File: src/rtl/sdram_bist.sv
// sdram_bist: SDRAM built-in self-test engine on the controller's req/ack/valid user port.
// Each pass writes a pattern over [BASE_ADDR, BASE_ADDR+NUM_WORDS) and then reads it back,
// comparing every word against a regenerated copy. Odd passes use the inverted pattern.
// Ports:
//   clk, reset_n                 clock, asynchronous active-low reset
//   start, mode[1:0], loop       test control (mode sampled on start only)
//   mem_addr/data/we/req         registered request to the controller
//   mem_ack, mem_valid, mem_q    controller handshake and read data
//   busy, done, err, timeout     status (err and timeout are sticky)
//   err_count, pass_count        saturating mismatch count, wrapping pass count
//   fail_addr/exp/act            first-failure capture, only when ERR_CAPTURE_EN is defined;
//                                otherwise tied to 0
module sdram_bist #(
  parameter int unsigned ADDR_W      = 16,
  parameter int unsigned DATA_W      = 32,
  parameter int unsigned BASE_ADDR   = 0,
  parameter int unsigned NUM_WORDS   = 65536,
  parameter int unsigned TIMEOUT     = 1023,
  parameter bit          STOP_ON_ERR = 1'b0
) (
  input  logic              clk,
  input  logic              reset_n,
  input  logic              start,
  input  logic [1:0]        mode,
  input  logic              loop,
  output logic [ADDR_W-1:0] mem_addr,
  output logic [DATA_W-1:0] mem_data,
  output logic              mem_we,
  output logic              mem_req,
  input  logic              mem_ack,
  input  logic              mem_valid,
  input  logic [DATA_W-1:0] mem_q,
  output logic              busy,
  output logic              done,
  output logic              err,
  output logic              timeout,
  output logic [15:0]       err_count,
  output logic [15:0]       pass_count,
  output logic [ADDR_W-1:0] fail_addr,
  output logic [DATA_W-1:0] fail_exp,
  output logic [DATA_W-1:0] fail_act
);
  localparam logic [ADDR_W-1:0] FirstAddr = ADDR_W'(BASE_ADDR);
  localparam logic [ADDR_W-1:0] LastAddr  = ADDR_W'(BASE_ADDR + NUM_WORDS - 1);
  localparam logic [31:0]       LfsrSeed  = 32'hACE1_0001;
  localparam logic [31:0]       LfsrTaps  = 32'h8020_0003;
  localparam int unsigned       WaitW     = (TIMEOUT > 1) ? $clog2(TIMEOUT) : 1;
  localparam logic [WaitW-1:0]  WaitLast  = WaitW'(TIMEOUT - 1);

  typedef enum logic [2:0] {StIdle, StWrite, StRead, StRwait, StDone} state_e;

  state_e            state_q;
  logic [1:0]        mode_q;
  logic [DATA_W-1:0] walk_q;  // walking-one generator, rotates once per accepted word
  logic [31:0]       lfsr_q;
  logic [WaitW-1:0]  wait_q;

  function automatic logic [31:0] lfsr_step(input logic [31:0] s);
    return s[0] ? ((s >> 1) ^ LfsrTaps) : (s >> 1);
  endfunction

  function automatic logic [DATA_W-1:0] pattern(input logic [1:0] m, input logic [ADDR_W-1:0] a,
                                                input logic [DATA_W-1:0] w, input logic [31:0] l,
                                                input logic inv);
    logic [15:0]       a16;
    logic [31:0]       aw;
    logic [DATA_W-1:0] p;
    logic [DATA_W-1:0] rep_a;
    logic [DATA_W-1:0] rep_l;
    a16 = 16'(a);
    aw  = {~a16, a16};
    for (int b = 0; b < int'(DATA_W); b++) begin
      rep_a[b] = aw[b % 32];
      rep_l[b] = l[b % 32];
    end
    case (m)
      2'd0:    p = rep_a;
      2'd1:    p = w;
      2'd2:    p = (a[0] ^ FirstAddr[0]) ? {(DATA_W/2){2'b10}} : {(DATA_W/2){2'b01}};
      default: p = rep_l;
    endcase
    return inv ? ~p : p;
  endfunction

  logic [ADDR_W-1:0] nxt_addr;
  logic [DATA_W-1:0] nxt_walk, nxt_data, first_data, next_pass_data;
  logic [31:0]       nxt_lfsr;
  logic last_word, start_ok, req_rise, wr_acc, rd_acc, rd_take, rd_bad, stop;
  logic waiting, tmo, pass_end, advance, finish;

  always_comb begin
    nxt_addr       = mem_addr + 1'b1;
    nxt_walk       = {walk_q[DATA_W-2:0], walk_q[DATA_W-1]};
    nxt_lfsr       = lfsr_step(lfsr_q);
    nxt_data       = pattern(mode_q, nxt_addr, nxt_walk, nxt_lfsr, pass_count[0]);
    first_data     = pattern(mode_q, FirstAddr, DATA_W'(1), LfsrSeed, pass_count[0]);
    next_pass_data = pattern(mode_q, FirstAddr, DATA_W'(1), LfsrSeed, ~pass_count[0]);
    last_word      = (mem_addr == LastAddr);
    start_ok       = start && (state_q == StIdle || state_q == StDone);
    req_rise       = (state_q == StWrite || state_q == StRead) && !mem_req;
    wr_acc         = (state_q == StWrite) && mem_req && mem_ack;
    rd_acc         = (state_q == StRead) && mem_req && mem_ack;
    // Read data may arrive together with the ack; it is consumed in that cycle.
    rd_take        = mem_valid && (rd_acc || state_q == StRwait);
    rd_bad         = rd_take && (mem_q != mem_data);
    stop           = rd_bad && STOP_ON_ERR;
    waiting        = ((state_q == StWrite || state_q == StRead) && mem_req && !mem_ack) ||
                     (state_q == StRwait && !mem_valid);
    tmo            = waiting && (wait_q == WaitLast);
    pass_end       = rd_take && last_word && !stop;
    advance        = (wr_acc && !last_word) || (rd_take && !last_word && !stop);
    finish         = tmo || stop || (pass_end && !loop);
  end

  // Later statements take priority; finish overrides any transition decided above it.
  always_ff @(posedge clk or negedge reset_n) begin
    if (!reset_n) begin
      state_q    <= StIdle;
      mode_q     <= '0;
      walk_q     <= '0;
      lfsr_q     <= '0;
      wait_q     <= '0;
      mem_addr   <= FirstAddr;
      mem_data   <= '0;
      mem_we     <= 1'b0;
      mem_req    <= 1'b0;
      busy       <= 1'b0;
      done       <= 1'b0;
      err        <= 1'b0;
      timeout    <= 1'b0;
      err_count  <= '0;
      pass_count <= '0;
    end else begin
      if (start_ok) begin
        state_q    <= StWrite;
        mode_q     <= mode;
        busy       <= 1'b1;
        done       <= 1'b0;
        err        <= 1'b0;
        timeout    <= 1'b0;
        err_count  <= '0;
        pass_count <= '0;
        mem_we     <= 1'b1;
        mem_req    <= 1'b0;
        mem_addr   <= FirstAddr;
        walk_q     <= DATA_W'(1);
        lfsr_q     <= LfsrSeed;
        mem_data   <= pattern(mode, FirstAddr, DATA_W'(1), LfsrSeed, 1'b0);
      end
      // Wait counter restarts with every new request and runs until ack/valid.
      if (req_rise) begin
        mem_req <= 1'b1;
        wait_q  <= '0;
      end else if (waiting) begin
        wait_q <= wait_q + 1'b1;
      end
      if (wr_acc || rd_acc) mem_req <= 1'b0;
      if (rd_acc && !mem_valid) state_q <= StRwait;
      if (rd_bad) begin
        err <= 1'b1;
        if (err_count != 16'hFFFF) err_count <= err_count + 1'b1;
      end
      if (advance) begin
        mem_addr <= nxt_addr;
        walk_q   <= nxt_walk;
        lfsr_q   <= nxt_lfsr;
        mem_data <= nxt_data;
        if (state_q != StWrite) state_q <= StRead;
      end
      if (wr_acc && last_word) begin
        state_q  <= StRead;
        mem_we   <= 1'b0;
        mem_addr <= FirstAddr;
        walk_q   <= DATA_W'(1);
        lfsr_q   <= LfsrSeed;
        mem_data <= first_data;
      end
      if (pass_end) begin
        pass_count <= pass_count + 1'b1;
        if (loop) begin
          state_q  <= StWrite;
          mem_we   <= 1'b1;
          mem_addr <= FirstAddr;
          walk_q   <= DATA_W'(1);
          lfsr_q   <= LfsrSeed;
          mem_data <= next_pass_data;
        end
      end
      if (tmo) timeout <= 1'b1;
      if (finish) begin
        state_q <= StDone;
        busy    <= 1'b0;
        done    <= 1'b1;
        mem_req <= 1'b0;
        mem_we  <= 1'b0;
      end
    end
  end

`ifdef ERR_CAPTURE_EN
  // err is still 0 on the first mismatch of a test, which gates the capture.
  always_ff @(posedge clk or negedge reset_n) begin
    if (!reset_n) begin
      fail_addr <= '0;
      fail_exp  <= '0;
      fail_act  <= '0;
    end else if (start_ok) begin
      fail_addr <= '0;
      fail_exp  <= '0;
      fail_act  <= '0;
    end else if (rd_bad && !err) begin
      fail_addr <= mem_addr;
      fail_exp  <= mem_data;
      fail_act  <= mem_q;
    end
  end
`else
  assign fail_addr = '0;
  assign fail_exp  = '0;
  assign fail_act  = '0;
`endif

endmodule
File: config.mk
export PLATFORM = sky130hd
export DESIGN_NAME = sdram_bist
export DESIGN_NICKNAME = d
export VERILOG_FILES = /design/src/rtl/sdram_bist.sv
export SDC_FILE = /design/constraint.sdc
export NUM_CORES = 1
export LEC_CHECK = 0
export ABC_AREA = 1
export BUFFER_PORTS_ARGS = -buffer_cell sky130_fd_sc_hd__buf_2
export CAP_MARGIN = 20
export CORE_UTILIZATION = 46
export DETAILED_ROUTE_END_ITERATION = 12
export HOLD_SLACK_MARGIN = 0.05
export PLACE_DENSITY = 0.7
export SYNTH_ARGS = -nofsm -noshare
export SYNTH_HDL_FRONTEND = slang
export SYNTH_SLANG_ARGS = --single-unit
File: constraint.sdc
create_clock -name clk -period 2.5 [get_ports clk]
set_input_delay 0 -clock clk [delete_from_list [all_inputs] [get_ports clk]]
set_output_delay 0 -clock clk [all_outputs]
set_load 0.005 [all_outputs]
# After elaboration in Yosys (flattened, before gate mapping)
# Cells that the tools add are included.
[totals]
reg_bits = 165
in_bits = 40
[classes]
addsub = 4
eq_ne = 13
muxes = 57
n_bitwise = 4
reduce_logical = 39
[op_table]
columns = ["operator", "n"]
rows = [
  ["$mux W32", 20],
  ["$pmux W32 S3", 3],
  ["$mux W16", 10],
  ["$not A32 Y32", 2],
  ["$add A16 B1 Y16 const B", 3],
  ["$ne A32 B32 Y1", 1],
  ["$mux W3", 8],
  ["$mux W10", 2],
  ["$logic_and A1 B1 Y1", 18],
  ["$eq A16 B16 Y1 const B", 1],
  ["$ne A16 B16 Y1 const B", 1],
  ["$not A16 Y16", 1],
  ["$mux W1", 14],
  ["$add A10 B1 Y10 const B", 1],
  ["$eq A10 B10 Y1 const B", 1],
  ["$reduce_bool A2 Y1", 5],
  ["$logic_or A1 B1 Y1", 7],
  ["$eq A3 B2 Y1 const B", 2],
  ["$logic_not A1 Y1", 5],
  ["$eq A2 B1 Y1 const B", 2],
  ["$eq A2 B2 Y1 const B", 2],
  ["$logic_not A2 Y1", 2],
  ["$not A3 Y4", 1],
  ["$reduce_bool A4 Y1", 1],
  ["other kinds (4)", 4],
]

# Logic depth before layout (Yosys ltp)
# Gate-level depths: netlist of run 1.
[logic_depth]
depth_word = 12
mapped_depth = 15
depth_no_buf = 15

# Worst setup path after synthesis of run 1
# Ideal clock, no wire load.
[synth_path]
path_type = "reg2reg"
from = "reg mem_addr[0]"
to = "reg mem_data[30]"
setup_ns = 0.129
t_arrival_ns = 1.941
path_slack_ns = 0.430
path_stages_with_launch = 14
n_path_buf = 1
period_less_slack_ns = 2.070
cell_sequence = "dfrtp_1 -> ha_1 -> nand3_2 -> nor2_4 -> nand2_4 -> nor3_4 -> nand3_4 -> nor2_8 -> nand2_4 -> nand2_8 -> inv_4 -> buf_6 -> nand2_1 -> nand2_1"
[synth_between]
elab_chain_cells = 9
elab_cells_between_ends = 17
classes_between = "1 x add/sub; 1 x eq/ne; 7 x mux; 2 x bitwise; 6 x reduce/logical"
[synth_rtl]
columns = ["element", "line", "rtl"]
rows = [
  ["from (decl)", "26", "output logic [ADDR_W-1:0] mem_addr,"],
  ["from (signal assigned)", "123", "mem_addr <= FirstAddr;"],
  ["from (signal assigned)", "145", "mem_addr <= FirstAddr;"],
  ["from (signal assigned)", "164", "mem_addr <= nxt_addr;"],
  ["$add A16 B1 Y16", "92", "nxt_addr = mem_addr + 1'b1;"],
  ["$mux W32 / $not A16 Y16 (equally long branches)", "79, 71", ""],
  ["$pmux W32 S3", "76", "case (m)"],
  ["$not A32 Y32", "82", "return inv ? ~p : p;"],
  ["$mux W32", "82", ""],
  ["$mux W32", "163", "if (advance) begin"],
  ["$mux W32", "170", "if (wr_acc && last_word) begin"],
  ["$mux W32", "180", "if (loop) begin"],
  ["$mux W32 *", "178", "if (pass_end) begin"],
  ["to (signal assigned)", "167", "mem_data <= nxt_data;"],
  ["to (signal assigned)", "176", "mem_data <= first_data;"],
  ["to (signal assigned)", "186", "mem_data <= next_pass_data;"],
  ["to (decl)", "27", "output logic [DATA_W-1:0] mem_data,"],
]
# Every way passes the cells marked *; elsewhere a longest branch is shown, timed or not.
# A chain may end at the register's enable or synchronous reset.

# Worst setup path in the final report of run 1
[layout_path]
from = "reg state_q[0]"
to = "reg mem_data[20]"
[layout_between]
elab_chain_cells = 11
elab_cells_between_ends = 23
classes_between = "4 x eq/ne; 5 x mux; 14 x reduce/logical"
[layout_rtl]
columns = ["element", "line", "rtl"]
rows = [
  ["from (decl)", "52", "state_e state_q;"],
  ["from (signal assigned)", "118", "state_q <= StIdle;"],
  ["from (signal assigned)", "135", "state_q <= StWrite;"],
  ["from (signal assigned)", "158", "if (rd_acc && !mem_valid) state_q <= StRwait;"],
  ["$eq A3 B2 Y1", "102", "rd_acc = (state_q == StRead) && mem_req && mem_ack;"],
  ["$logic_and A1 B1 Y1 (2 in a row)", "102", ""],
  ["$logic_or A1 B1 Y1", "104", "rd_take = mem_valid && (rd_acc || state_q == StRwait);"],
  ["$logic_and A1 B1 Y1", "104", ""],
  ["$logic_and A1 B1 Y1", "111", "advance = (wr_acc && !last_word) || (rd_take && !last_word && !stop);"],
  ["$logic_or A1 B1 Y1", "111", ""],
  ["$mux W32", "163", ""],
  ["$mux W32", "170", ""],
  ["$mux W32", "180", ""],
  ["$mux W32 *", "178", ""],
]
# Marked as above.

==> impl_results.html, run 1 <==
<table>
<tr><th>Metric</th><th>Value</th></tr>
<tr><th colspan="2">Detailed routing</th></tr>
<tr><td>Vias per cell</td><td>5.34</td></tr>
<tr><td>Post-Route WL</td><td>30.3 mm</td></tr>
<tr><td>Overall via count from detail_route</td><td>10000</td></tr>
<tr><td>Average wire per standard cell</td><td>16.1 µm</td></tr>
<tr><td>Number of nets with antenna violations after detailed routing</td><td>0</td></tr>
<tr><td>DRC violation count after routing</td><td>0</td></tr>
<tr><td>1st-pass router iterations</td><td>6</td></tr>
<tr><td>Number of DRC violations after detailed-routing iteration 0</td><td>801</td></tr>
<tr><th colspan="2">Floorplanning</th></tr>
<tr><td>Die outline width</td><td>155 µm</td></tr>
<tr><td>Area enclosed by the die boundary</td><td>24000 µm²</td></tr>
<tr><td>Area of the placeable core</td><td>22800 µm²</td></tr>
<tr><td>Total number of placement rows</td><td>55</td></tr>
<tr><td>Die outline height</td><td>155 µm</td></tr>
<tr><td>Num ports</td><td>206</td></tr>
<tr><td>Starting density of the core</td><td>0.473</td></tr>
<tr><th colspan="2">Yosys</th></tr>
<tr><td>Total of flip-flops plus latches after synthesis</td><td>165</td></tr>
<tr><td>YS warnings</td><td>0</td></tr>
<tr><td>Gate count of the mapped netlist</td><td>1429</td></tr>
<tr><td>Most frequently used flop master after synthesis</td><td>sky130_fd_sc_hd__dfrtp_1</td></tr>
<tr><td>Dominant combinational cell family by area after synthesis</td><td>simple AND/OR/NAND/NOR gates</td></tr>
<tr><td>Distinct cells, synth</td><td>54</td></tr>
<tr><td>Multiplexer area fraction after synthesis</td><td>0.00279</td></tr>
<tr><td>Post-synthesis area per instance</td><td>7.53 µm²</td></tr>
<tr><td>Largest cells by area after synthesis</td><td>sky130_fd_sc_hd__dfrtp_1 38%, sky130_fd_sc_hd__nand2_1 11%, sky130_fd_sc_hd__buf_4 6.2%</td></tr>
<tr><td>Top cell type's share of synthesized area</td><td>0.384</td></tr>
<tr><td>Share of the synthesized netlist area taken by xor and xnor gates</td><td>0.0423</td></tr>
<tr><td>Post-synthesis instance area</td><td>10800 µm²</td></tr>
<tr><td>Synth async-reset ratio</td><td>1.00</td></tr>
<tr><td>Count of flip-flops with a built-in enable after synthesis</td><td>0</td></tr>
<tr><td>Post-synthesis cell type with the largest combined area</td><td>sky130_fd_sc_hd__dfrtp_1</td></tr>
<tr><td>Proportion of synthesized chip area in sequential cells</td><td>0.384</td></tr>
<tr><td>Fraction of the mapped netlist area in compound gates</td><td>0.180</td></tr>
<tr><td>Fraction of the mapped netlist area in adder cells</td><td>0.0174</td></tr>
<tr><td>Fraction of the mapped netlist area in simple logic gates</td><td>0.239</td></tr>
<tr><th colspan="2">GRT</th></tr>
<tr><td>Met2 usage</td><td>0.408</td></tr>
<tr><td>Number of antenna violations at the first check in global routing</td><td>0</td></tr>
<tr><td>Tot GR Track Use</td><td>0.257</td></tr>
<tr><td>Met3 Use GR</td><td>0.0343</td></tr>
<tr><td>Wire length of the first global-routing pass</td><td>48.3 mm</td></tr>
<tr><td>Via count of the first global-routing pass</td><td>9057</td></tr>
<tr><td>Busiest metal layer after global routing</td><td>met2</td></tr>
<tr><td>Pin count of the biggest net entering global routing</td><td>76</td></tr>
<tr><td>Met1 capacity usage during global routing</td><td>0.359</td></tr>
<tr><td>Total overflow reported by the global router</td><td>0</td></tr>
<tr><th colspan="2">Hold path</th></tr>
<tr><td>Hold Path Depth</td><td>6</td></tr>
<tr><td>HP Class</td><td>primary input to flip-flop</td></tr>
<tr><th colspan="2">Final layout</th></tr>
<tr><td>Ant diodes</td><td>0</td></tr>
<tr><td>Most frequent standard cell in the layout excluding fill and tap cells</td><td>sky130_fd_sc_hd__nand2_1</td></tr>
<tr><td>Share of cells above drive strength 1</td><td>0.160</td></tr>
<tr><td>Layout net count</td><td>1607</td></tr>
<tr><td>Core Util, Final</td><td>0.533</td></tr>
<tr><td>Commonest cells after routing, fill and taps aside</td><td>326 x sky130_fd_sc_hd__nand2_1, 165 x sky130_fd_sc_hd__dfrtp_1, 124 x sky130_fd_sc_hd__inv_1, 124 x sky130_fd_sc_hd__a21oi_1, 124 x sky130_fd_sc_hd__buf_2</td></tr>
<tr><td>Layout overhead on the synthesized area</td><td>12.8%</td></tr>
<tr><th colspan="2">Critical path</th></tr>
<tr><td>Endpoint kind of the worst setup timing path</td><td>flip-flop</td></tr>
<tr><td>Critical Setup Path Class</td><td>flip-flop to flip-flop</td></tr>
<tr><td>Slowest cell on crit path</td><td>sky130_fd_sc_hd__dfrtp_1</td></tr>
<tr><td>Critical path buffers and inverters</td><td>3</td></tr>
<tr><td>Largest stage delay on the critical path</td><td>450 ps</td></tr>
<tr><td>Critical path capture point</td><td>mem_data[20]$_DFF_PN0_</td></tr>
<tr><td>Timing startpoint of the critical path</td><td>state_q[0]$_DFF_PN0_</td></tr>
<tr><td>Cell depth of the worst setup path</td><td>8</td></tr>
<tr><td>Endpoint of the most critical register-to-register path</td><td>mem_data[20]$_DFF_PN0_</td></tr>
<tr><td>Register-to-register setup slack</td><td>150 ps</td></tr>
<tr><td>Reg2reg path depth</td><td>8</td></tr>
<tr><td>CP arrival</td><td>2700 ps</td></tr>
<tr><td>CP Launch Type</td><td>flip-flop</td></tr>
<tr><td>Critical path cell sequence</td><td>inv_1, nand3_4, inv_1, buf_4, o21ai_0, a21oi_1, a21oi_1, o21ai_0</td></tr>
<tr><td>Required time of the critical path</td><td>2840 ps</td></tr>
<tr><td>Critical path fanouts, max</td><td>27</td></tr>
<tr><td>RR Startpoint</td><td>state_q[0]$_DFF_PN0_</td></tr>
<tr><td>Cell class contributing the biggest share of worst-path delay</td><td>compound AO/OA/AOI/OAI gates</td></tr>
<tr><th colspan="2">Status</th></tr>
<tr><td>Outcome</td><td>finished clean</td></tr>
<tr><th colspan="2">Placed design</th></tr>
<tr><td>Detailed placer's ending HPWL</td><td>21.8 mm</td></tr>
<tr><td>Number of buffers added on ports</td><td>125</td></tr>
<tr><td>GPL Wtd Cong</td><td>0.919</td></tr>
<tr><th colspan="2">STA</th></tr>
<tr><td>Clock skew after layout</td><td>12.9 ps</td></tr>
<tr><td>Setup Total Neg Slack</td><td>0 ps</td></tr>
<tr><td>Hold Violations, Final</td><td>0</td></tr>
<tr><td>Unrepaired setup endpoints after global routing</td><td>no</td></tr>
<tr><td>Max-slew violation total from the final report</td><td>0</td></tr>
<tr><td>Actual transition at the worst max-transition pin</td><td>758 ps</td></tr>
<tr><td>Worst-case headroom to the max-slew limit</td><td>0.489</td></tr>
<tr><td>Final setup fails</td><td>0</td></tr>
<tr><td>Maximum operating frequency</td><td>425 MHz</td></tr>
<tr><td>Shortest clock period the worst path allows after layout</td><td>2350 ps</td></tr>
<tr><td>Share of the clock period used by the worst path</td><td>0.941</td></tr>
<tr><th colspan="2">CTS</th></tr>
<tr><td>Latest clock arrival within the worst-skew pair</td><td>440 ps</td></tr>
<tr><td>Clock-pin slew of the registers on the worst-case setup and hold paths</td><td>70 ps</td></tr>
<tr><td>Clock tree sinks</td><td>165</td></tr>
<tr><td>Clock buffers created by TritonCTS</td><td>17</td></tr>
<tr><td>Total number of H-tree levels</td><td>4</td></tr>
<tr><td>Root cell of the clock tree</td><td>sky130_fd_sc_hd__clkbuf_16</td></tr>
<tr><td>Clock buffer depth</td><td>2</td></tr>
<tr><td>Clock tree from TritonCTS</td><td>built</td></tr>
<tr><th colspan="2">Pwr</th></tr>
<tr><td>Worst voltage drop across the vdd grid</td><td>0.000373 V</td></tr>
<tr><td>Total power divided by cell area</td><td>451 nW/µm²</td></tr>
<tr><td>Leak pwr</td><td>6.27 nW</td></tr>
<tr><th colspan="2">Flow run</th></tr>
<tr><td>Max Cap Viol</td><td>0</td></tr>
</table>
[repair_timing]
action	in CTS	in global routing
buffers inserted	0	0
hold buffers	5	0
hold endpoints to repair	81	0
setup endpoints to repair	0	2
resized for setup	0	2
[how the worst min path moves through the flow]
stage	end	slack [ps]	from
final	pass_count[7]$_DFFE_PN0P_	130	mem_valid
after floorplan	busy$_DFFE_PN0P_	-300	reset_n
after CTS	pass_count[7]$_DFFE_PN0P_	120	mem_valid
after detailed placement	walk_q[9]$_DFF_PN0_	100	reset_n
after global routing	pass_count[7]$_DFFE_PN0P_	170	mem_valid
after global placement	walk_q[5]$_DFF_PN0_	100	reset_n
[metal layers]
metal  part of all wire  vias to the layer above
met5                  0                        -
met4              0.024                        0
met3              0.072                       52
met2               0.46                      454
met1               0.44                     4710
li1                   -                     4811
[through the flow]
stage	hold WS, ps	std cells	total power, W	setup slack, ps	area (µm²)
2_1_floorplan	-296	1508	0.00287	430	11100
3_3_place_gp	102	1841	0.00289	232	11500
3_5_place_dp	98.7	1841	0.00289	225	11500
4_1_cts	119	1878	0.00550	178	12100
5_1_grt	167	1878	0.00564	35.1	12100
6_report	132	1878	0.00547	149	12100
[registers in the layout (all words and copies together) (netlist names), 2 cells and up]
register and cells:
err_count 16, mode_q 2, walk_q 32, state_q 3
mem_data 32, wait_q 10, pass_count 16, mem_addr 16
lfsr_q 32
[where the power goes]
group          switching, W  leakage, nW  internal [W]  total (W)
Combinational      0.000122         3.84     0.0000546   0.000177
Sequential                0         2.16       0.00267    0.00267
Clock               0.00128        0.275       0.00135    0.00263
[cells in the mapped netlist (2+ instances only)]
master,n
sky130_fd_sc_hd__xor2_1,21
sky130_fd_sc_hd__ha_1,15
sky130_fd_sc_hd__clkbuf_2,2
sky130_fd_sc_hd__o211ai_1,14
sky130_fd_sc_hd__inv_2,4
sky130_fd_sc_hd__a211oi_2,6
sky130_fd_sc_hd__a31oi_1,3
sky130_fd_sc_hd__o22ai_1,13
sky130_fd_sc_hd__buf_6,9
sky130_fd_sc_hd__nor3_1,12
sky130_fd_sc_hd__a21oi_1,125
sky130_fd_sc_hd__buf_4,89
sky130_fd_sc_hd__o21ai_1,3
sky130_fd_sc_hd__buf_1,4
sky130_fd_sc_hd__a211oi_1,17
sky130_fd_sc_hd__mux2i_1,3
sky130_fd_sc_hd__o211ai_2,3
sky130_fd_sc_hd__nand3_2,3
sky130_fd_sc_hd__nor2_1,109
sky130_fd_sc_hd__o21ai_0,98
sky130_fd_sc_hd__clkbuf_1,30
sky130_fd_sc_hd__buf_2,11
sky130_fd_sc_hd__nand3_1,101
sky130_fd_sc_hd__inv_1,124
sky130_fd_sc_hd__dfrtp_1,165
sky130_fd_sc_hd__nor2_2,3
sky130_fd_sc_hd__o21bai_1,23
sky130_fd_sc_hd__xnor2_1,31
sky130_fd_sc_hd__nand2_4,3
sky130_fd_sc_hd__o21ai_2,3
sky130_fd_sc_hd__a22oi_1,4
sky130_fd_sc_hd__or2_2,11
sky130_fd_sc_hd__o31ai_1,4
sky130_fd_sc_hd__nand2_1,327
sky130_fd_sc_hd__nand2_2,4
sky130_fd_sc_hd__nand4_1,13
sky130_fd_sc_hd__o211a_1,2
[worst reg2reg max path, stage by stage, from the launching register on]
cell	delay (ps)
sky130_fd_sc_hd__dfrtp_1	450
sky130_fd_sc_hd__inv_1	170
sky130_fd_sc_hd__nand3_4	300
sky130_fd_sc_hd__inv_1	170
sky130_fd_sc_hd__buf_4	310
sky130_fd_sc_hd__o21ai_0	380
sky130_fd_sc_hd__a21oi_1	230
sky130_fd_sc_hd__a21oi_1	60
sky130_fd_sc_hd__o21ai_0	200
[cells by family (layout without fill, tap and decap cells)]
group,count (synthesis),after routing
AO/OA/AOI/OAI,325,325
XOR/XNOR,52,52
adder cells (fa/ha/maj),15,15
buffers and inverters,274,331
flip-flops,165,165
multiplexers,3,3
other,1,80
AND/OR/NAND/NOR,594,594
[final cells by class]
| cell class | instances | area, µm² |
|---|---|---|
| Clock buffer | 18 | 439 |
| Clock inverter | 14 | 136 |
| Fill cell | 2189 | 10600 |
| Inverter | 129 | 487 |
| Multi-Input combinational cell | 1069 | 5510 |
| Sequential cell | 165 | 4130 |
| Tap cell | 313 | 392 |
| Timing Repair Buffer | 170 | 1040 |
Note: power is estimated with default switching activity, not from simulation.
==> run 2: changes to the inputs <==
- SLEW_MARGIN: not set -> 5
- clock period: 2.5 -> 2.3 ns (I/O delays scaled with it)
==> run 2 against run 1 <==
  * Design area up 2.9%
  * Largest power group is now clock
  * Fmax is 7.0% higher
  * Total power up 13%
  * Combinational power up 11%
  * Critical path depth grew 4
  * Register-to-register slack worse by 50 ps
  * Highest routed layer unchanged
  * Global-route usage rose by 0.79 points
  * Clock power rose by 17%
  * Sequential share of layout area shrank 0.95 points
  * Die area stayed put
  * Sequential power rose by 8.6%
  * Cell count rose by 1.5%
==> impl_results.html, run 2 (same netlist as run 1, synthesis figures left out) <==
<table>
<tr><th>Metric</th><th>Value</th></tr>
<tr><th colspan="2">Status</th></tr>
<tr><td>Outcome</td><td>finished clean</td></tr>
<tr><th colspan="2">Critical path</th></tr>
<tr><td>Slowest cell on crit path</td><td>sky130_fd_sc_hd__o21ai_0</td></tr>
<tr><td>Critical path fanouts, max</td><td>4 (-85%)</td></tr>
<tr><td>CP Launch Type</td><td>flip-flop</td></tr>
<tr><td>Endpoint kind of the worst setup timing path</td><td>flip-flop</td></tr>
<tr><td>Required time of the critical path</td><td>2610 ps (-230 ps)</td></tr>
<tr><td>CP arrival</td><td>2510 ps (-190 ps)</td></tr>
<tr><td>Critical Setup Path Class</td><td>flip-flop to flip-flop</td></tr>
<tr><td>Most repeated library cell on the critical path</td><td>sky130_fd_sc_hd__nand3_2</td></tr>
<tr><td>Largest stage delay on the critical path</td><td>390 ps (-60 ps)</td></tr>
<tr><td>Critical path cell sequence</td><td>ha_1, nand3_2, nor2_4, nand2_4, inv_2, nand3_2, nor2_2, nand3_2, nor2_4, nand2_2, o21ai_0, nand2_1</td></tr>
<tr><th colspan="2">Floorplanning</th></tr>
<tr><td>Total number of placement rows</td><td>55 (unchanged)</td></tr>
<tr><td>Die outline width</td><td>155 µm (unchanged)</td></tr>
<tr><td>Starting density of the core</td><td>0.473 (unchanged)</td></tr>
<tr><td>Die outline height</td><td>155 µm (unchanged)</td></tr>
<tr><td>Num ports</td><td>206 (unchanged)</td></tr>
<tr><td>Area of the placeable core</td><td>22800 µm² (unchanged)</td></tr>
<tr><td>Area enclosed by the die boundary</td><td>24000 µm² (unchanged)</td></tr>
<tr><th colspan="2">Placed design</th></tr>
<tr><td>Post-DP Area</td><td>11800 µm² (+2.4%)</td></tr>
<tr><td>Placement Setup Slack</td><td>66.0 ps (-159 ps)</td></tr>
<tr><td>GPL Wtd Cong</td><td>0.933 (+1.6%)</td></tr>
<tr><td>Detailed placer's ending HPWL</td><td>22.5 mm (+3.5%)</td></tr>
<tr><td>Number of buffers added on ports</td><td>125 (unchanged)</td></tr>
<tr><td>Placed Instances</td><td>1869 (+1.5%)</td></tr>
<tr><th colspan="2">STA</th></tr>
<tr><td>Clock skew after layout</td><td>9.68 ps (-3.25 ps)</td></tr>
<tr><td>Final setup fails</td><td>0 (unchanged)</td></tr>
<tr><td>Shortest clock period the worst path allows after layout</td><td>2200 ps (-155 ps)</td></tr>
<tr><td>Post-layout worst setup margin</td><td>103 ps (-45.4 ps)</td></tr>
<tr><td>Share of the clock period used by the worst path</td><td>0.955 (+0.0146)</td></tr>
<tr><td>Actual transition at the worst max-transition pin</td><td>753 ps (-5.20 ps)</td></tr>
<tr><td>Worst hold slack across all endpoints</td><td>124 ps (-8.33 ps)</td></tr>
<tr><td>Max-slew violation total from the final report</td><td>0 (unchanged)</td></tr>
<tr><td>Worst-case headroom to the max-slew limit</td><td>0.493 (+0.00350)</td></tr>
<tr><td>Hold Violations, Final</td><td>0 (unchanged)</td></tr>
<tr><td>Maximum operating frequency</td><td>455 MHz (+7.0%)</td></tr>
<tr><th colspan="2">GRT</th></tr>
<tr><td>Wire length of the first global-routing pass</td><td>49.5 mm (+2.5%)</td></tr>
<tr><td>Tot GR Track Use</td><td>0.265 (+0.00789)</td></tr>
<tr><td>Via count of the first global-routing pass</td><td>9309 (+2.8%)</td></tr>
<tr><td>Pin count of the biggest net entering global routing</td><td>68 (-11%)</td></tr>
<tr><td>Total overflow reported by the global router</td><td>0 (unchanged)</td></tr>
<tr><td>Number of antenna violations at the first check in global routing</td><td>0 (unchanged)</td></tr>
<tr><th colspan="2">Final layout</th></tr>
<tr><td>Largest regs</td><td>lfsr_q x32, mem_data x32, walk_q x32</td></tr>
<tr><td>Area of all placed cells without fillers</td><td>12500 µm² (+2.9%)</td></tr>
<tr><td>Share of cells above drive strength 1</td><td>0.178 (+0.0179)</td></tr>
<tr><td>Commonest cells after routing, fill and taps aside</td><td>324 x sky130_fd_sc_hd__nand2_1, 164 x sky130_fd_sc_hd__dfrtp_1, 124 x sky130_fd_sc_hd__a21oi_1, 124 x sky130_fd_sc_hd__buf_2, 123 x sky130_fd_sc_hd__inv_1</td></tr>
<tr><td>Layout net count</td><td>1635 (+1.7%)</td></tr>
<tr><td>Layout overhead on the synthesized area</td><td>16.0%</td></tr>
<tr><td>Ant diodes</td><td>0 (unchanged)</td></tr>
<tr><td>Most frequent standard cell in the layout excluding fill and tap cells</td><td>sky130_fd_sc_hd__nand2_1</td></tr>
<tr><td>Number of standard cells in the layout, taps in and fillers out</td><td>1906 (+1.5%)</td></tr>
<tr><th colspan="2">Detailed routing</th></tr>
<tr><td>DRC violation count after routing</td><td>0 (unchanged)</td></tr>
<tr><td>Number of nets with antenna violations after detailed routing</td><td>0 (unchanged)</td></tr>
<tr><td>Vias per cell</td><td>5.34 (about the same)</td></tr>
<tr><td>Overall via count from detail_route</td><td>10200 (+1.5%)</td></tr>
<tr><td>Number of DRC violations after detailed-routing iteration 0</td><td>1074 (+34%)</td></tr>
<tr><td>1st-pass router iterations</td><td>6 (unchanged)</td></tr>
<tr><td>Post-Route WL</td><td>30.9 mm (+2.2%)</td></tr>
<tr><td>Average wire per standard cell</td><td>16.2 µm (+0.68%)</td></tr>
<tr><th colspan="2">CTS</th></tr>
<tr><td>Clock buffers created by TritonCTS</td><td>17 (unchanged)</td></tr>
<tr><td>Clock buffer depth</td><td>2 (unchanged)</td></tr>
<tr><td>Setup Fix Bufs, Post-CTS</td><td>0 (unchanged)</td></tr>
<tr><td>Root cell of the clock tree</td><td>sky130_fd_sc_hd__clkbuf_16</td></tr>
<tr><td>Total number of H-tree levels</td><td>4 (unchanged)</td></tr>
<tr><td>Clock tree from TritonCTS</td><td>built</td></tr>
<tr><td>Clock tree sinks</td><td>165 (unchanged)</td></tr>
<tr><td>Latest clock arrival within the worst-skew pair</td><td>440 ps (about the same)</td></tr>
<tr><td>Clock-pin slew of the registers on the worst-case setup and hold paths</td><td>70 ps (about the same)</td></tr>
<tr><th colspan="2">Pwr</th></tr>
<tr><td>Worst voltage drop across the vdd grid</td><td>0.000441 V (+18%)</td></tr>
<tr><td>Total power divided by cell area</td><td>494 nW/µm² (+9.6%)</td></tr>
<tr><td>Power after layout</td><td>0.00617 W (+13%)</td></tr>
<tr><td>Leak pwr</td><td>6.49 nW (+3.4%)</td></tr>
<tr><th colspan="2">Flow run</th></tr>
<tr><td>Max Cap Viol</td><td>0 (unchanged)</td></tr>
<tr><th colspan="2">Hold path</th></tr>
<tr><td>HP Class</td><td>primary input to flip-flop</td></tr>
</table>
## run 2: final cells by class
cell class	count	area, µm²
fill	2145	10300
clock buffer	19	443
timing repair buffer	198	1320
multi-input combinational	1069	5540
clock inverter	13	179
sequential	165	4130
inverter	129	489
tap	313	392
## run 2: layer usage
layer	global-route usage	vias up	wire length, µm
li1	-	4856	-
met1	0.362	4833	13500
met2	0.420	441	14200
met3	0.0507	51	2390
met4	0.0886	0	758
met5	0	-	0
## run 2: report_power, final
part,switching [W],internal [W]
Combinational,0.000134,0.0000628
Clock,0.00123,0.00184
Sequential,0,0.00290
Total,0.00136,0.00481
## run 2: timing repair
action | 4_1_cts | 5_1_grt
endpoints found under the hold margin | 68 | 0
resized for setup | 0 | 14
setup endpoints to repair | 0 | 55
hold buffers | 5 | 0
## run 2: worst paths after layout
check                      slack [ps]                endpoint  depth (start not counted)                   from
min reg2reg                       490         err$_DFFE_PN0P_                          2        err$_DFFE_PN0P_
max in group asynchronous        1400   mode_q[0]$_DFFE_PN0P_                          3                reset_n
min in group asynchronous         150     walk_q[7]$_DFF_PN0_                          2                reset_n
min                               120  err_count[4]$_DFF_PN0_                          5                  start
max                               100  mem_data[31]$_DFF_PN0_                         12  mem_addr[0]$_DFF_PN0_
max reg2reg                       100  mem_data[31]$_DFF_PN0_                         12  mem_addr[0]$_DFF_PN0_
## run 2: worst max-delay path, delay by kind of cell (launching register included)
family / cells / cell delay (ps)
simple gates: 9 / 1030
buf+inv: 1 / 70
fa+ha+maj: 1 / 200
compound gates: 1 / 390
flops: 1 / 350
## run 2: per-stage QoR
stage | util | TNS, ps
3_5_place_dp | 0.517 | 0
2_1_floorplan | - | 0
5_1_grt | 0.548 | -20.9
3_3_place_gp | 0.517 | 0
6_report | 0.548 | 0
4_1_cts | 0.546 | 0
==> run 3: changes to the inputs <==
- RECOVER_POWER: not set -> 100
==> run 3 against run 2 <==
  * The run now ends with max-capacitance violations, max-slew violations left
  * Clock skew grew 1.6 ps
  * Worst hold slack gained 2.9 ps
  * First-iteration DRC count shrank 4.6%
==> impl_results.html, run 3 (same netlist as run 1, synthesis figures left out) <==
<table>
<tr><th>Metric</th><th>Value</th></tr>
<tr><th colspan="2">Status</th></tr>
<tr><td>Outcome</td><td>finished with violations</td></tr>
<tr><td>Violated checks</td><td>max-capacitance violations, max-slew violations</td></tr>
<tr><th colspan="2">Final layout</th></tr>
<tr><td>Layout overhead on the synthesized area</td><td>15.3%</td></tr>
<tr><td>Commonest cells after routing, fill and taps aside</td><td>324 x sky130_fd_sc_hd__nand2_1, 164 x sky130_fd_sc_hd__dfrtp_1, 124 x sky130_fd_sc_hd__a21oi_1, 123 x sky130_fd_sc_hd__inv_1, 108 x sky130_fd_sc_hd__nor2_1</td></tr>
<tr><td>Most frequent standard cell in the layout excluding fill and tap cells</td><td>sky130_fd_sc_hd__nand2_1</td></tr>
<tr><td>Fill count</td><td>2170 (+1.2%)</td></tr>
<tr><td>Number of standard cells in the layout, taps in and fillers out</td><td>1906 (unchanged)</td></tr>
<tr><td>Layout net count</td><td>1635 (unchanged)</td></tr>
<tr><td>Largest regs</td><td>lfsr_q x32, mem_data x32, walk_q x32</td></tr>
<tr><td>Share of cells above drive strength 1</td><td>0.156 (-0.0213)</td></tr>
<tr><td>Ant diodes</td><td>0 (unchanged)</td></tr>
<tr><th colspan="2">GRT</th></tr>
<tr><td>Wire length of the first global-routing pass</td><td>49.5 mm (unchanged)</td></tr>
<tr><td>Tot GR Track Use</td><td>0.265 (unchanged)</td></tr>
<tr><td>Number of antenna violations at the first check in global routing</td><td>0 (unchanged)</td></tr>
<tr><td>Total overflow reported by the global router</td><td>0 (unchanged)</td></tr>
<tr><td>Pin count of the biggest net entering global routing</td><td>68 (unchanged)</td></tr>
<tr><td>Via count of the first global-routing pass</td><td>9309 (unchanged)</td></tr>
<tr><th colspan="2">STA</th></tr>
<tr><td>Worst-case headroom to the max-slew limit</td><td>-0.199 (-0.692)</td></tr>
<tr><td>Max-slew violation total from the final report</td><td>66 (+66)</td></tr>
<tr><td>Setup Total Neg Slack</td><td>0 ps (unchanged)</td></tr>
<tr><td>Share of the clock period used by the worst path</td><td>0.958 (+0.00269)</td></tr>
<tr><td>Actual transition at the worst max-transition pin</td><td>1800 ps (+1050 ps)</td></tr>
<tr><td>Clock skew after layout</td><td>11.2 ps (+1.55 ps)</td></tr>
<tr><td>Post-layout worst setup margin</td><td>97.1 ps (-6.19 ps)</td></tr>
<tr><td>Final setup fails</td><td>0 (unchanged)</td></tr>
<tr><td>Shortest clock period the worst path allows after layout</td><td>2200 ps (+6.19 ps)</td></tr>
<tr><td>Maximum operating frequency</td><td>454 MHz (-0.28%)</td></tr>
<tr><td>Hold Violations, Final</td><td>0 (unchanged)</td></tr>
<tr><th colspan="2">CTS</th></tr>
<tr><td>Clock tree sinks</td><td>165 (unchanged)</td></tr>
<tr><td>Clock buffer depth</td><td>2 (unchanged)</td></tr>
<tr><td>Setup Fix Bufs, Post-CTS</td><td>0 (unchanged)</td></tr>
<tr><td>Clock-pin slew of the registers on the worst-case setup and hold paths</td><td>70 ps (about the same)</td></tr>
<tr><td>Root cell of the clock tree</td><td>sky130_fd_sc_hd__clkbuf_16</td></tr>
<tr><td>Latest clock arrival within the worst-skew pair</td><td>440 ps (about the same)</td></tr>
<tr><td>Total number of H-tree levels</td><td>4 (unchanged)</td></tr>
<tr><td>Clock buffers created by TritonCTS</td><td>17 (unchanged)</td></tr>
<tr><td>Clock tree from TritonCTS</td><td>built</td></tr>
<tr><th colspan="2">Critical path</th></tr>
<tr><td>Required time of the critical path</td><td>2610 ps (about the same)</td></tr>
<tr><td>CP arrival</td><td>2510 ps (about the same)</td></tr>
<tr><td>Timing startpoint of the critical path</td><td>mem_addr[0]$_DFF_PN0_</td></tr>
<tr><td>Endpoint of the most critical register-to-register path</td><td>mem_data[31]$_DFF_PN0_</td></tr>
<tr><td>Critical path fanouts, max</td><td>4 (unchanged)</td></tr>
<tr><td>Critical path capture point</td><td>mem_data[31]$_DFF_PN0_</td></tr>
<tr><td>CP Launch Type</td><td>flip-flop</td></tr>
<tr><td>Register-to-register setup slack</td><td>100 ps (about the same)</td></tr>
<tr><td>Endpoint kind of the worst setup timing path</td><td>flip-flop</td></tr>
<tr><td>RR Startpoint</td><td>mem_addr[0]$_DFF_PN0_</td></tr>
<tr><td>Reg2reg path depth</td><td>12 (unchanged)</td></tr>
<tr><td>Critical Setup Path Class</td><td>flip-flop to flip-flop</td></tr>
<tr><th colspan="2">Placed design</th></tr>
<tr><td>Number of buffers added on ports</td><td>125 (unchanged)</td></tr>
<tr><td>Placed Instances</td><td>1869 (unchanged)</td></tr>
<tr><td>Detailed placer's ending HPWL</td><td>22.5 mm (unchanged)</td></tr>
<tr><td>Placement Setup Slack</td><td>66.0 ps (unchanged)</td></tr>
<tr><td>GPL Wtd Cong</td><td>0.933 (unchanged)</td></tr>
<tr><th colspan="2">Hold path</th></tr>
<tr><td>HP Class</td><td>primary input to flip-flop</td></tr>
<tr><th colspan="2">Detailed routing</th></tr>
<tr><td>Vias per cell</td><td>5.34 (about the same)</td></tr>
<tr><td>Overall via count from detail_route</td><td>10200 (-0.039%)</td></tr>
<tr><td>DRC violation count after routing</td><td>0 (unchanged)</td></tr>
<tr><td>Post-Route WL</td><td>31.1 mm (+0.50%)</td></tr>
<tr><td>Number of DRC violations after detailed-routing iteration 0</td><td>1025 (-4.6%)</td></tr>
<tr><td>Average wire per standard cell</td><td>16.3 µm (+0.50%)</td></tr>
<tr><td>1st-pass router iterations</td><td>5 (-1)</td></tr>
<tr><td>Number of nets with antenna violations after detailed routing</td><td>0 (unchanged)</td></tr>
<tr><th colspan="2">Pwr</th></tr>
<tr><td>Total power divided by cell area</td><td>497 nW/µm² (+0.52%)</td></tr>
<tr><td>Leak pwr</td><td>6.36 nW (-2.0%)</td></tr>
<tr><td>Worst voltage drop across the vdd grid</td><td>0.000437 V (-0.97%)</td></tr>
<tr><th colspan="2">Floorplanning</th></tr>
<tr><td>Num ports</td><td>206 (unchanged)</td></tr>
<tr><td>Area enclosed by the die boundary</td><td>24000 µm² (unchanged)</td></tr>
<tr><td>Die outline height</td><td>155 µm (unchanged)</td></tr>
<tr><td>Area of the placeable core</td><td>22800 µm² (unchanged)</td></tr>
<tr><td>Total number of placement rows</td><td>55 (unchanged)</td></tr>
<tr><td>Starting density of the core</td><td>0.473 (unchanged)</td></tr>
<tr><td>Die outline width</td><td>155 µm (unchanged)</td></tr>
<tr><th colspan="2">Flow run</th></tr>
<tr><td>Max Cap Viol</td><td>1 (+1)</td></tr>
</table>
run 3: worst min path at each step:
| stage | startpoint | end | slack (ps) | cells after the start |
|---|---|---|---|---|
| detailed placement | reset_n | walk_q[7]$_DFF_PN0_ | 70 | 1 |
| CTS | start | err_count[4]$_DFF_PN0_ | 110 | 5 |
| global route | start | err_count[3]$_DFF_PN0_ | 140 | 5 |
| floorplan | reset_n | busy$_DFFE_PN0P_ | -300 | 0 |
| global placement | reset_n | walk_q[5]$_DFF_PN0_ | 60 | 1 |
| finish | start | err_count[4]$_DFF_PN0_ | 130 | 5 |
run 3: worst max-delay path, stage by stage, from the launching register on:
cell,delay [ps]
sky130_fd_sc_hd__dfrtp_1,350
sky130_fd_sc_hd__ha_1,200
sky130_fd_sc_hd__nand3_2,120
sky130_fd_sc_hd__nor2_4,120
sky130_fd_sc_hd__nand2_4,80
sky130_fd_sc_hd__inv_2,70
sky130_fd_sc_hd__nand3_2,80
sky130_fd_sc_hd__nor2_2,120
sky130_fd_sc_hd__nand3_2,170
sky130_fd_sc_hd__nor2_4,150
sky130_fd_sc_hd__nand2_2,110
sky130_fd_sc_hd__o21ai_0,400
sky130_fd_sc_hd__nand2_1,100
run 3: cell type report:
class | count | area [µm²] | share of cell area
Multi-Input combinational cell | 1069 | 5540 | 0.446
Sequential cell | 165 | 4130 | 0.333
Timing Repair Buffer | 198 | 1240 | 0.100
Inverter | 129 | 489 | 0.0394
Clock buffer | 19 | 443 | 0.0357
Tap cell | 313 | 392 | 0.0315
Clock inverter | 13 | 179 | 0.0144
run 3: timing repair:
| action | in CTS | in global routing |
|---|---|---|
| endpoints found under the setup margin | 0 | 55 |
| hold buffers | 5 | 0 |
| hold endpoints to repair | 68 | 0 |
| resized for setup | 0 | 14 |
run 3: power by group:
group          switching (W)  internal, W  total [W]  leakage (nW)
clock network        0.00123      0.00184    0.00307         0.307
logic               0.000134    0.0000600   0.000194          3.89
registers                  0      0.00290    0.00290          2.16
run 3: routing by layer:
metal	GRT usage	vias to the layer above	share of wire
li1	-	4853	-
met1	0.362	4835	0.44
met3	0.0507	51	0.075
met2	0.420	438	0.46
met5	0	-	0
met4	0.0886	0	0.024
run 3: per-stage QoR:
step | total power (W) | utilization | area [µm²] | hold WS [ps]
2_1_floorplan | 0.00312 | - | 11100 | -296
3_3_place_gp | 0.00314 | 0.517 | 11800 | 61.6
3_5_place_dp | 0.00315 | 0.517 | 11800 | 65.9
4_1_cts | 0.00620 | 0.546 | 12400 | 107
5_1_grt | 0.00633 | 0.545 | 12400 | 137
6_report | 0.00617 | 0.545 | 12400 | 127
